[src/rtl/pgen_pkg.sv]
// Shared state encodings and polarity helper for the pgen_v2 pulse-train generator.
package pgen_pkg;

    typedef logic [1:0] pgen_state_t;

    localparam pgen_state_t IDLE = 2'b00;
    localparam pgen_state_t HIGH = 2'b01;
    localparam pgen_state_t LOW  = 2'b10;
    localparam pgen_state_t DONE = 2'b11;

    // Inactive level of the pulse output for a given polarity.
    function automatic logic idle_level(input bit act_high);
        return !act_high;
    endfunction

endpackage

[src/rtl/pgen_phase_cnt.sv]
// Loadable down-counter timing one HIGH or LOW phase; saturates at zero.
module pgen_phase_cnt #(
    parameter int unsigned CNT_W = 16
) (
    input  logic             clk,
    input  logic             rst,
    input  logic             load,
    input  logic [CNT_W-1:0] load_val,
    input  logic             en,
    output logic [CNT_W-1:0] cnt,
    output logic             zero
);

    logic [CNT_W-1:0] cnt_q, cnt_d;

    always_comb begin
        cnt_d = cnt_q;
        if (load) begin
            cnt_d = load_val;
        end else if (en && (cnt_q != '0)) begin
            cnt_d = cnt_q - CNT_W'(1);
        end
    end

    always_ff @(posedge clk) begin
        if (rst) begin
            cnt_q <= '0;
        end else begin
            cnt_q <= cnt_d;
        end
    end

    assign cnt  = cnt_q;
    assign zero = (cnt_q == '0);

endmodule

[src/rtl/pgen_v2.sv]
// Programmable pulse-train generator: latches period/high time/count on start and emits
// that many pulses (or runs continuously for a count of 0) until done or stopped.
module pgen_v2
    import pgen_pkg::*;
#(
    parameter int unsigned CNT_W    = 16,
    parameter int unsigned NUM_W    = 8,
    parameter bit          ACT_HIGH = 1'b1
) (
    input  logic             clk,
    input  logic             rst,
    input  logic             start,
    input  logic             stop,
    input  logic [CNT_W-1:0] period,
    input  logic [CNT_W-1:0] high_len,
    input  logic [NUM_W-1:0] num_pulses,
    output logic [1:0]       PS,
    output logic             pulse,
    output logic             busy,
    output logic             done,
    output logic             cfg_err,
    output logic [NUM_W-1:0] pulse_cnt
);

    pgen_state_t      state_q, state_d;
    logic [CNT_W-1:0] period_q, period_d;
    logic [CNT_W-1:0] high_q, high_d;
    logic [NUM_W-1:0] num_q, num_d;
    logic [NUM_W-1:0] pulse_cnt_q, pulse_cnt_d;
    logic             cfg_err_q, cfg_err_d;

    logic             ph_load, ph_en, ph_zero;
    logic [CNT_W-1:0] ph_val, ph_cnt;
    logic             cfg_ok, req, launch, reject, last_pulse;
    logic [NUM_W-1:0] cnt_inc;

    assign cfg_ok     = (high_len != '0) && (period > high_len);
    assign req        = (state_q == IDLE) && start && !stop;
    assign launch     = req && cfg_ok;
    assign reject     = req && !cfg_ok;
    assign cnt_inc    = pulse_cnt_q + NUM_W'(1);
    assign last_pulse = (num_q != '0) && (cnt_inc == num_q);

    pgen_phase_cnt #(
        .CNT_W (CNT_W)
    ) u_phase_cnt (
        .clk      (clk),
        .rst      (rst),
        .load     (ph_load),
        .load_val (ph_val),
        .en       (ph_en),
        .cnt      (ph_cnt),
        .zero     (ph_zero)
    );

    always_ff @(posedge clk) begin
        if (rst) begin
            state_q <= IDLE;
        end else begin
            state_q <= state_d;
        end
    end

    always_comb begin
        state_d = state_q;
        unique case (state_q)
            IDLE: if (launch) state_d = HIGH;
            HIGH: begin
                if (stop) state_d = IDLE;
                else if (ph_zero) state_d = LOW;
            end
            LOW: begin
                if (stop) state_d = IDLE;
                else if (ph_zero) state_d = last_pulse ? DONE : HIGH;
            end
            DONE: state_d = IDLE;
            default: state_d = IDLE;
        endcase
    end

    // Phase counter control and config/pulse-count datapath.
    always_comb begin
        ph_load     = 1'b0;
        ph_en       = 1'b0;
        ph_val      = '0;
        period_d    = period_q;
        high_d      = high_q;
        num_d       = num_q;
        pulse_cnt_d = pulse_cnt_q;
        cfg_err_d   = reject;
        unique case (state_q)
            IDLE: begin
                if (launch) begin
                    ph_load     = 1'b1;
                    ph_val      = high_len - CNT_W'(1);
                    period_d    = period;
                    high_d      = high_len;
                    num_d       = num_pulses;
                    pulse_cnt_d = '0;
                end
            end
            HIGH: begin
                if (!stop) begin
                    if (ph_zero) begin
                        ph_load = 1'b1;
                        ph_val  = period_q - high_q - CNT_W'(1);
                    end else begin
                        ph_en = 1'b1;
                    end
                end
            end
            LOW: begin
                if (!stop) begin
                    if (ph_zero) begin
                        pulse_cnt_d = cnt_inc;
                        ph_load     = !last_pulse;
                        ph_val      = high_q - CNT_W'(1);
                    end else begin
                        ph_en = 1'b1;
                    end
                end
            end
            default: ;
        endcase
    end

    always_ff @(posedge clk) begin
        if (rst) begin
            period_q    <= '0;
            high_q      <= '0;
            num_q       <= '0;
            pulse_cnt_q <= '0;
            cfg_err_q   <= 1'b0;
        end else begin
            period_q    <= period_d;
            high_q      <= high_d;
            num_q       <= num_d;
            pulse_cnt_q <= pulse_cnt_d;
            cfg_err_q   <= cfg_err_d;
        end
    end

    always_comb begin
        PS        = state_q;
        pulse     = (state_q == HIGH) ? ACT_HIGH : idle_level(ACT_HIGH);
        busy      = (state_q == HIGH) || (state_q == LOW);
        done      = (state_q == DONE);
        cfg_err   = cfg_err_q;
        pulse_cnt = pulse_cnt_q;
    end

endmodule
[config.mk]
export PLATFORM = sky130hd
export DESIGN_NAME = pgen_v2
export DESIGN_NICKNAME = d
export VERILOG_FILES = /design/src/rtl/pgen_pkg.sv /design/src/rtl/pgen_phase_cnt.sv /design/src/rtl/pgen_v2.sv
export SDC_FILE = /design/constraint.sdc
export NUM_CORES = 1
export LEC_CHECK = 0
export ABC_CLOCK_PERIOD_IN_PS = 3100
export BUFFER_PORTS_ARGS = -buffer_cell sky130_fd_sc_hd__buf_2
export CORE_AREA = 2 2 120 122
export DETAILED_ROUTE_END_ITERATION = 6
export DIE_AREA = 0 0 122 124
export MAX_ROUTING_LAYER = met4
export SLEW_MARGIN = 20
export SYNTH_ARGS = -nofsm -noshare
export SYNTH_HDL_FRONTEND = slang
export SYNTH_HIERARCHICAL = 1
export SYNTH_SLANG_ARGS = --single-unit
[constraint.sdc]
create_clock -name clk -period 3.1 [get_ports clk]
set_clock_uncertainty 0.05 [all_clocks]
set_input_delay 0.31 -clock clk [delete_from_list [all_inputs] [get_ports clk]]
set_output_delay 0.31 -clock clk [all_outputs]
set_load 0.02 [all_outputs]
# Yosys cells after proc, flatten, opt, wreduce, memory -nomap -nowiden
# Cells that the tools add are included.
# word_totals
out_inout_bits,14
wordCells,74
inputBits,44
regBits,67
# op_classes
add_sub_neg,6
order_cmp,1
n_mux,29
reduce_logical,22
eq_ne,9
# op_table
operator,count
$mux 16,7
$sub 16x1->16 const B,4
$pmux 16 s3,1
$reduce_bool 16->1,2
$mux 8,3
$gt 16x16->1,1
$logic_not 16->1,1
$pmux 8 s2,1
$sub 16x16->16,1
$mux 2,6
$mux 1,9
$add 8x1->8 const B,1
$eq 8x8->1,1
$pmux 2 s4,1
$reduce_bool 8->1,1
$logic_and 1x1->1,7
$ne 2x2->1 const B,3
$ne 3x3->1 const B,2
$eq 2x2->1 const B,2
$reduce_and 4->1,1
$reduce_bool 2->1,2
$logic_not 1->1,3
$pmux 1 s3,1
$reduce_and 3->1,1
other kinds (5),5

# Logic depth before layout (Yosys ltp)
# Gate-level depths: netlist of the first run.
# logic_depth
ltp_word,8
ltp_mapped,15
ltp_nobuf,13

# By module
# The synthesis of the first run kept the hierarchy.
# by_module_without_submodules
module,cells_per_inst,n_inst,area_per_inst_um2,seq_area_each_um2
pgen_v2,526,1,4254.1,1021.0
pgen_phase_cnt,130,1,1143.6,320.3

# Worst setup path before layout of the first run
# Ideal clock, no wire load.
# synth_timing
path_type,register to register
from,register u_phase_cnt.cnt_q[0] (netlist: u_phase_cnt/cnt[0])
to,register u_phase_cnt.cnt_q[2] (netlist: u_phase_cnt/cnt[2])
arrival_time_ps,3143
stages_incl_launch_ff,15
setup_time_ps,95
slack_ps,-189
required_time_ps,2955
cell_sequence,dfxtp_1 -> inv_1 -> ha_1 -> nor4b_1 -> nand4_4 -> clkinv_1 -> nor2b_1 -> and2_1 -> clkbuf_1 -> clkbuf_1 -> o31a_1 -> clkbuf_1 -> buf_2 -> a21oi_1 -> a221oi_1
# synth_between
elab_cells_between_ends,20
cone_classes,1 x add/sub; 15 x mux; 4 x reduce/logical
# synth_rtl
element,line,source
start: declaration,pgen_phase_cnt.sv:14,"logic [CNT_W-1:0] cnt_q, cnt_d;"
start signal: assignment,pgen_phase_cnt.sv:29,cnt_q <= cnt_d;
$logic_not 16->1 (*),pgen_phase_cnt.sv:34,assign zero = (cnt_q == '0);
via ph_zero,pgen_v2.sv:32,"logic ph_load, ph_en, ph_zero;"
$mux 1 (on tied branches),"pgen_v2.sv:114, pgen_v2.sv:104",
$mux 1 (on tied branches),"pgen_v2.sv:113, pgen_v2.sv:103",
$pmux 1 s3 (*),pgen_v2.sv:91,unique case (state_q)
via ph_load,pgen_v2.sv:32,
$mux 16 / $reduce_bool 2->1 (equally long branches),--,
# The timed path passes the listed nets; every way through them passes the cells marked *. The select of a mux whose other input is x is not followed.
# A chain may end at the register's enable or synchronous reset.

# Worst setup path after layout of the first run
# layout_timing
from,register pulse_cnt_q[0] (netlist: pulse_cnt[0])
to,register u_phase_cnt.cnt_q[1] (netlist: u_phase_cnt/cnt[1])
# layout_between
elab_chain_cells,8
elab_cells_between_ends,9
cone_classes,1 x add/sub; 1 x eq/ne; 4 x mux; 3 x reduce/logical
# layout_lines
element,line,source
start: declaration,pgen_v2.sv:29,"logic [NUM_W-1:0] pulse_cnt_q, pulse_cnt_d;"
start signal: assignment,pgen_v2.sv:138,pulse_cnt_q <= pulse_cnt_d;
$add 8x1->8 (*),pgen_v2.sv:41,assign cnt_inc = pulse_cnt_q + NUM_W'(1);
$eq 8x8->1 (*),pgen_v2.sv:42,assign last_pulse = (num_q != '0) && (cnt_inc == num_q);
$logic_and 1x1->1 (*),pgen_v2.sv:42,
$logic_not 1->1 (*),pgen_v2.sv:116,ph_load = !last_pulse;
$mux 1 (*),pgen_v2.sv:114,if (ph_zero) begin
$mux 1 (*),pgen_v2.sv:113,if (!stop) begin
$pmux 1 s3 (*),pgen_v2.sv:91,
via ph_load,pgen_v2.sv:32,
$mux 16 / $reduce_bool 2->1 (equally long branches),--,
# The timed path passes the listed nets; every way through them passes the cells marked *.

==> results of run 1 <==
[cell type report]
class / count / area share, %
clock buffer: 10 / 3.64
multi-input combinational: 502 / 57.5
timing repair buffer: 111 / 10.9
sequential: 67 / 20.5
inverter: 56 / 3.26
tap: 180 / 3.43
clock inverter: 6 / 0.743
[repair_timing]
item / 4_1_cts / 5_1_grt
endpoints found under the setup margin: 8 / 13
gates resized for setup: 4 / 14
pin swaps: 0 / 2
setup buffers: 0 / 7
hold buffers: 0 / 0
[flip-flops by register name, summed over array words and instances (netlist names)]
name and count:
PS 2, cfg_err 1, high_q 16, num_q 8, period_q 16, pulse_cnt 8
u_phase_cnt/cnt 16
[cells in the mapped netlist, types with 7 or more instances]
master,instances
inv_1,54
nor3_1,20
o21ai_0,9
nand2_1,25
a21oi_1,37
dfxtp_1,67
nand4_1,7
ha_1,41
a21o_1,8
clkbuf_1,20
nor4_1,13
mux2i_1,41
xnor2_1,39
nand3_1,21
a22oi_1,10
and3_1,8
nor2_1,82
buf_2,7
xor2_1,13
[layout by cell type (no fill, tap or decap), types with 6 or more instances in the layout]
cell type,Yosys,routed
a222oi_1,6,6
o21ai_0,9,8
mux2i_1,41,41
a32o_1,6,6
a21o_1,8,8
xnor2_1,39,39
dfxtp_1,67,64
and3_1,8,7
inv_1,54,54
clkbuf_16,0,9
nor4_1,13,12
nand4_1,7,7
nand3_1,21,20
or4_1,6,6
o211ai_1,6,6
nand2_1,25,25
nor3_1,20,20
buf_2,7,57
ha_1,41,41
nor2_1,82,82
a22oi_1,10,10
xor2_1,13,13
a21oi_1,37,36
buf_4,1,52
[power by group through the flow]
stage          Sequential (µW)  Clock [µW]  Combinational (µW)
2_1_floorplan             1030           0                1090
3_3_place_gp              1040           0                1500
3_5_place_dp              1040           0                1520
4_1_cts                   1020        1020                1540
5_1_grt                   1040        1050                1750
6_report                  1030         990                1600
[worst paths after layout]
kind / endpoint / slack [ns] / startpoint / cells after the start
setup / recovery: u_phase_cnt/cnt[1] / 0.16 / pulse_cnt[0] / 13
hold / removal: num_q[2] / 0.15 / num_pulses[2] / 3
setup reg to reg: u_phase_cnt/cnt[1] / 0.16 / pulse_cnt[0] / 13
hold reg to reg: period_q[4] / 0.45 / period_q[4] / 2
[per-stage QoR]
step | instance area, µm² | utilization (%) | total power (µW)
after floorplan | 5410 | - | 2120
after global placement | 6160 | 44.9 | 2540
after detailed placement | 6160 | 44.9 | 2560
after CTS | 6450 | 47.0 | 3580
after global routing | 6570 | 47.9 | 3840
final | 6570 | 47.9 | 3610
[cells by family after synthesis]
group | Yosys count | synth area share [%]
multiplexers | 41 | 7.60
flip-flops | 67 | 24.8
AND/OR/NAND/NOR | 235 | 24.4
AO/OA/AOI/OAI | 132 | 18.3
adder cells (fa/ha/maj) | 42 | 9.87
XOR/XNOR | 52 | 8.44
buffers and inverters | 87 | 6.49
[per-layer routing]
layer	global-route usage (%)	wire length (µm)	up-vias
met5	-	0	-
met4	6.03	226	0
met3	4.85	689	15
met2	36.5	7450	124
met1	28.0	7260	2497
li1	-	-	2573
[critical path, cell delays in order, from the launching register on]
cell	delay, ns
dfxtp_4	0.37
ha_1	0.22
buf_4	0.15
xnor2_1	0.13
xnor2_1	0.12
or4_1	0.42
nor4_2	0.25
buf_4	0.16
nor2_1	0.03
o31a_1	0.30
buf_12	0.18
nand2_1	0.07
nor2_1	0.04
a311o_1	0.32
==> flow_metrics.env, run 1 <==
export IMPL_setup_ws_ns=0.158
export IMPL_finalHoldViolCount=0
export IMPL_clk_pin_slew_ns=0.06
export IMPL_min_period_ns=2.94
export IMPL_ys_ff_latch=67
export IMPL_intPower_uw=2220
export IMPL_p_leak_uw=0.00266
export IMPL_final_max_slew_viol_count=0
export IMPL_hold_class="in -> reg"
export IMPL_coreArea_um2=13700
export IMPL_seq_power_share_pct=28.4
export IMPL_layout_nets=833
export IMPL_syn_area_um2=5400
export IMPL_cts_root_buf="clkbuf_16"
export IMPL_power_density_nw_per_um2=550
export IMPL_yosysWarnings=6
export IMPL_first_global_vias=5042
export IMPL_switching_share_pct=38.7
export IMPL_nFillCells=1356
export IMPL_grt_start_max_net_pins=55
export IMPL_vias=5209
export IMPL_syn_inst=656
export IMPL_yosys_area_top_type="dfxtp_1"
export IMPL_ys_seq_area_share_pct=24.8
export IMPL_dr_first_iter_drc_count=272
export IMPL_critical_path_class="reg -> reg"
export IMPL_port_buffers=57
export IMPL_final_cells=932
export IMPL_drt_wl_total_mm=15.6
export IMPL_place_ws_ns=-0.0636
export IMPL_synthFlopType="dfxtp_1"
export IMPL_combPwrFrac_pct=44.2
export IMPL_cts_max_path_buffers=2
export IMPL_synth_area_top_cells="dfxtp_1 25%, ha_1 9.5%, mux2i_1 7.6%"
export IMPL_clock_latency_ns=0.34
export IMPL_async_reset_ff_share_pct=0
export IMPL_synth_edf_count=0
export IMPL_fmax_ghz=0.340
export IMPL_layout_drive_gt1_share_pct=22.9
export IMPL_via_per_inst=5.59
export IMPL_cp_max_fo=20
export IMPL_worstPathArrival_ns=3.12
export IMPL_antenna_found_initial=0
export IMPL_cts_sink_count=67
export IMPL_setup_violations_final=0
export IMPL_multiInputGateArea_um2=3770
export IMPL_tightest_slew_ns=0.781
export IMPL_synth_distinct_cells=73
export IMPL_gp_congestion=0.886
export IMPL_relSlewSlack_pct=47.9
export IMPL_rows=43
export IMPL_avgRoutedWirePerCell_um=16.8
export IMPL_grt_usage_pct=22.3
export IMPL_yosysTopAreaCellShare_pct=24.8
export IMPL_n_antenna_cell=0
export IMPL_syn_area_per_cell_um2=8.23
export IMPL_tns_ns=0
export IMPL_status="finished clean"
export IMPL_holdWs_ns=0.154
export IMPL_dp_hpwl_mm=12.0
export IMPL_pin_count=58
export IMPL_drt_pass1_iterations=6
export IMPL_overflow=0
export IMPL_dp_cells=909
export IMPL_initial_core_util_pct=39.3
export IMPL_pwr_share_clk_pct=27.4
export IMPL_seq_area_um2=1350
export IMPL_p_switching_uw=1400
export IMPL_drc=0
export IMPL_ant_nets=0
export IMPL_ir_drop_v=0.000287
export IMPL_crit_required_ns=3.28
export IMPL_dieArea_um2=15100
export IMPL_grt_pass1_wl_mm=25.7
export IMPL_cap_viol_max_count=0
export IMPL_area_growth_pct=21.6
export IMPL_worst_setup_path_end_kind="flip-flop"
export IMPL_cts_tree="built"
export IMPL_startpoint_type="flip-flop"
export IMPL_finalCritPeriodShare_pct=94.9
export IMPL_synth_nets=742
export IMPL_htreeDepth=3
export IMPL_fp_dieW_um=122
export IMPL_cts_buffers=9
export IMPL_die_h_um=124
Note: power is estimated with default switching activity, not from simulation.
==> run 2: changes to the inputs <==
Settings changed: RECOVER_POWER set to 100.
==> flow_metrics.env, run 2 (synthesis gave the netlist of run 1 again) <==
export IMPL_cts_sink_count=67
export IMPL_min_period_ns=2.95
export IMPL_finalCritPeriodShare_pct=95.1
export IMPL_cts_max_path_buffers=2
export IMPL_critical_path_class="reg -> reg"
export IMPL_clk_pin_slew_ns=0.06
export IMPL_status="finished clean"
export IMPL_tns_ns=0
export IMPL_mostFrequentLayoutCells="82 x nor2_1, 64 x dfxtp_1, 54 x inv_1"
export IMPL_overflow=0
export IMPL_ant_nets=0
export IMPL_hold_class="in -> reg"
export IMPL_dp_hpwl_mm=12.0
export IMPL_crit_required_ns=3.29
export IMPL_max_stage_delay_ns=0.49
export IMPL_finalHoldViolCount=0
export IMPL_critPathTopFamily="simple AND/OR/NAND/NOR gates"
export IMPL_power_density_nw_per_um2=552
export IMPL_layout_nets=833
export IMPL_setup_violations_final=0
export IMPL_final_util_pct=47.5
export IMPL_first_global_vias=5042
export IMPL_die_h_um=124
export IMPL_grt_start_max_net_pins=55
export IMPL_initial_core_util_pct=39.3
export IMPL_worst_setup_path_end_kind="flip-flop"
export IMPL_drc=0
export IMPL_crit_chain="ha_1 > xnor2_1 > o21ai_0 > or4_1 > nor4_2 > buf_4 > nor2_1 > o31a_1 > clkinvlp_4 > clkbuf_2 > nor2_1 > a311oi_2"
export IMPL_grt_usage_pct=22.3
export IMPL_final_max_slew_viol_count=0
export IMPL_fp_dieW_um=122
export IMPL_hold_buffers=0
export IMPL_area_growth_pct=20.8
export IMPL_grt_pass1_wl_mm=25.7
export IMPL_coreArea_um2=13700
export IMPL_rows=43
export IMPL_critPathBufInv=3
export IMPL_avgRoutedWirePerCell_um=16.8
export IMPL_cap_viol_max_count=0
export IMPL_layout_drive_gt1_share_pct=20.9
export IMPL_drt_wl_total_mm=15.7
export IMPL_cpMostUsedCell="nor2_1"
export IMPL_cp_max_fo=7
export IMPL_tightest_slew_ns=0.779
export IMPL_pin_count=58
export IMPL_htreeDepth=3
export IMPL_port_buffers=57
export IMPL_drt_pass1_iterations=5
export IMPL_cts_root_buf="clkbuf_16"
export IMPL_vias=5211
export IMPL_holdWs_ns=0.154
export IMPL_startpoint_type="flip-flop"
export IMPL_fmax_ghz=0.339
export IMPL_slowest_stage="or4_1"
export IMPL_final_common_cell="nor2_1"
export IMPL_via_per_inst=5.59
export IMPL_clock_latency_ns=0.34
export IMPL_cts_tree="built"
export IMPL_place_ws_ns=-0.0636
export IMPL_n_antenna_cell=0
export IMPL_cts_buffers=9
export IMPL_p_leak_uw=0.00259
export IMPL_setup_ws_ns=0.153
export IMPL_relSlewSlack_pct=48.1
export IMPL_antenna_found_initial=0
export IMPL_dieArea_um2=15100
export IMPL_ir_drop_v=0.000287
export IMPL_gp_congestion=0.886
export IMPL_dr_first_iter_drc_count=321
export IMPL_worstPathArrival_ns=3.14
-- run 2: routing by layer --
metal	part of all wire (%)	wire length, µm	GRT usage [%]
met5	0	0	-
met4	1.5	229	6.03
met3	4.7	740	4.85
met2	48	7490	36.5
met1	46	7230	28.0
-- run 2: where the power goes --
group	leakage (µW)	switching, µW	internal [µW]
sequential	0.000545	91.7	936
combinational	0.00191	887	696
clock	0.000143	419	571
total	0.00259	1400	2200
-- run 2: tightest hold or removal path, cell delays in order --
cell,delay [ns]
buf_2,0.08
mux2i_1,0.06
nor2_1,0.07
-- run 2: path summary, 6_finish.rpt --
check | from | endpoint | slack (ns) | depth (start not counted)
hold / removal | num_pulses[2] | num_q[2] | 0.15 | 3
hold reg to reg | period_q[4] | period_q[4] | 0.45 | 2
setup reg to reg | pulse_cnt[0] | u_phase_cnt/cnt[0] | 0.15 | 12
setup / recovery | pulse_cnt[0] | u_phase_cnt/cnt[0] | 0.15 | 12
-- run 2: what timing repair did --
action,in CTS,in global routing
gates resized for setup,4,14
buffers inserted,0,7
pin swaps,0,2
setup endpoints to repair,8,13
-- run 2: cell type report --
class | instances | area (µm²)
inverters | 56 | 214
multi-input cells | 502 | 3770
well taps | 180 | 225
flip-flops and latches | 67 | 1350
repair buffers | 111 | 679
clock inverters | 6 | 48.8
clock buffers | 10 | 239
fillers | 1373 | 7200
-- run 2: stage by stage --
| step | cells | cell area (µm²) | power [µW] |
|---|---|---|---|
| after detailed placement | 909 | 6160 | 2560 |
| after CTS | 925 | 6450 | 3580 |
| after global placement | 909 | 6160 | 2540 |
| after global routing | 932 | 6520 | 3830 |
| after floorplan | 656 | 5410 | 2120 |
| final | 932 | 6520 | 3600 |
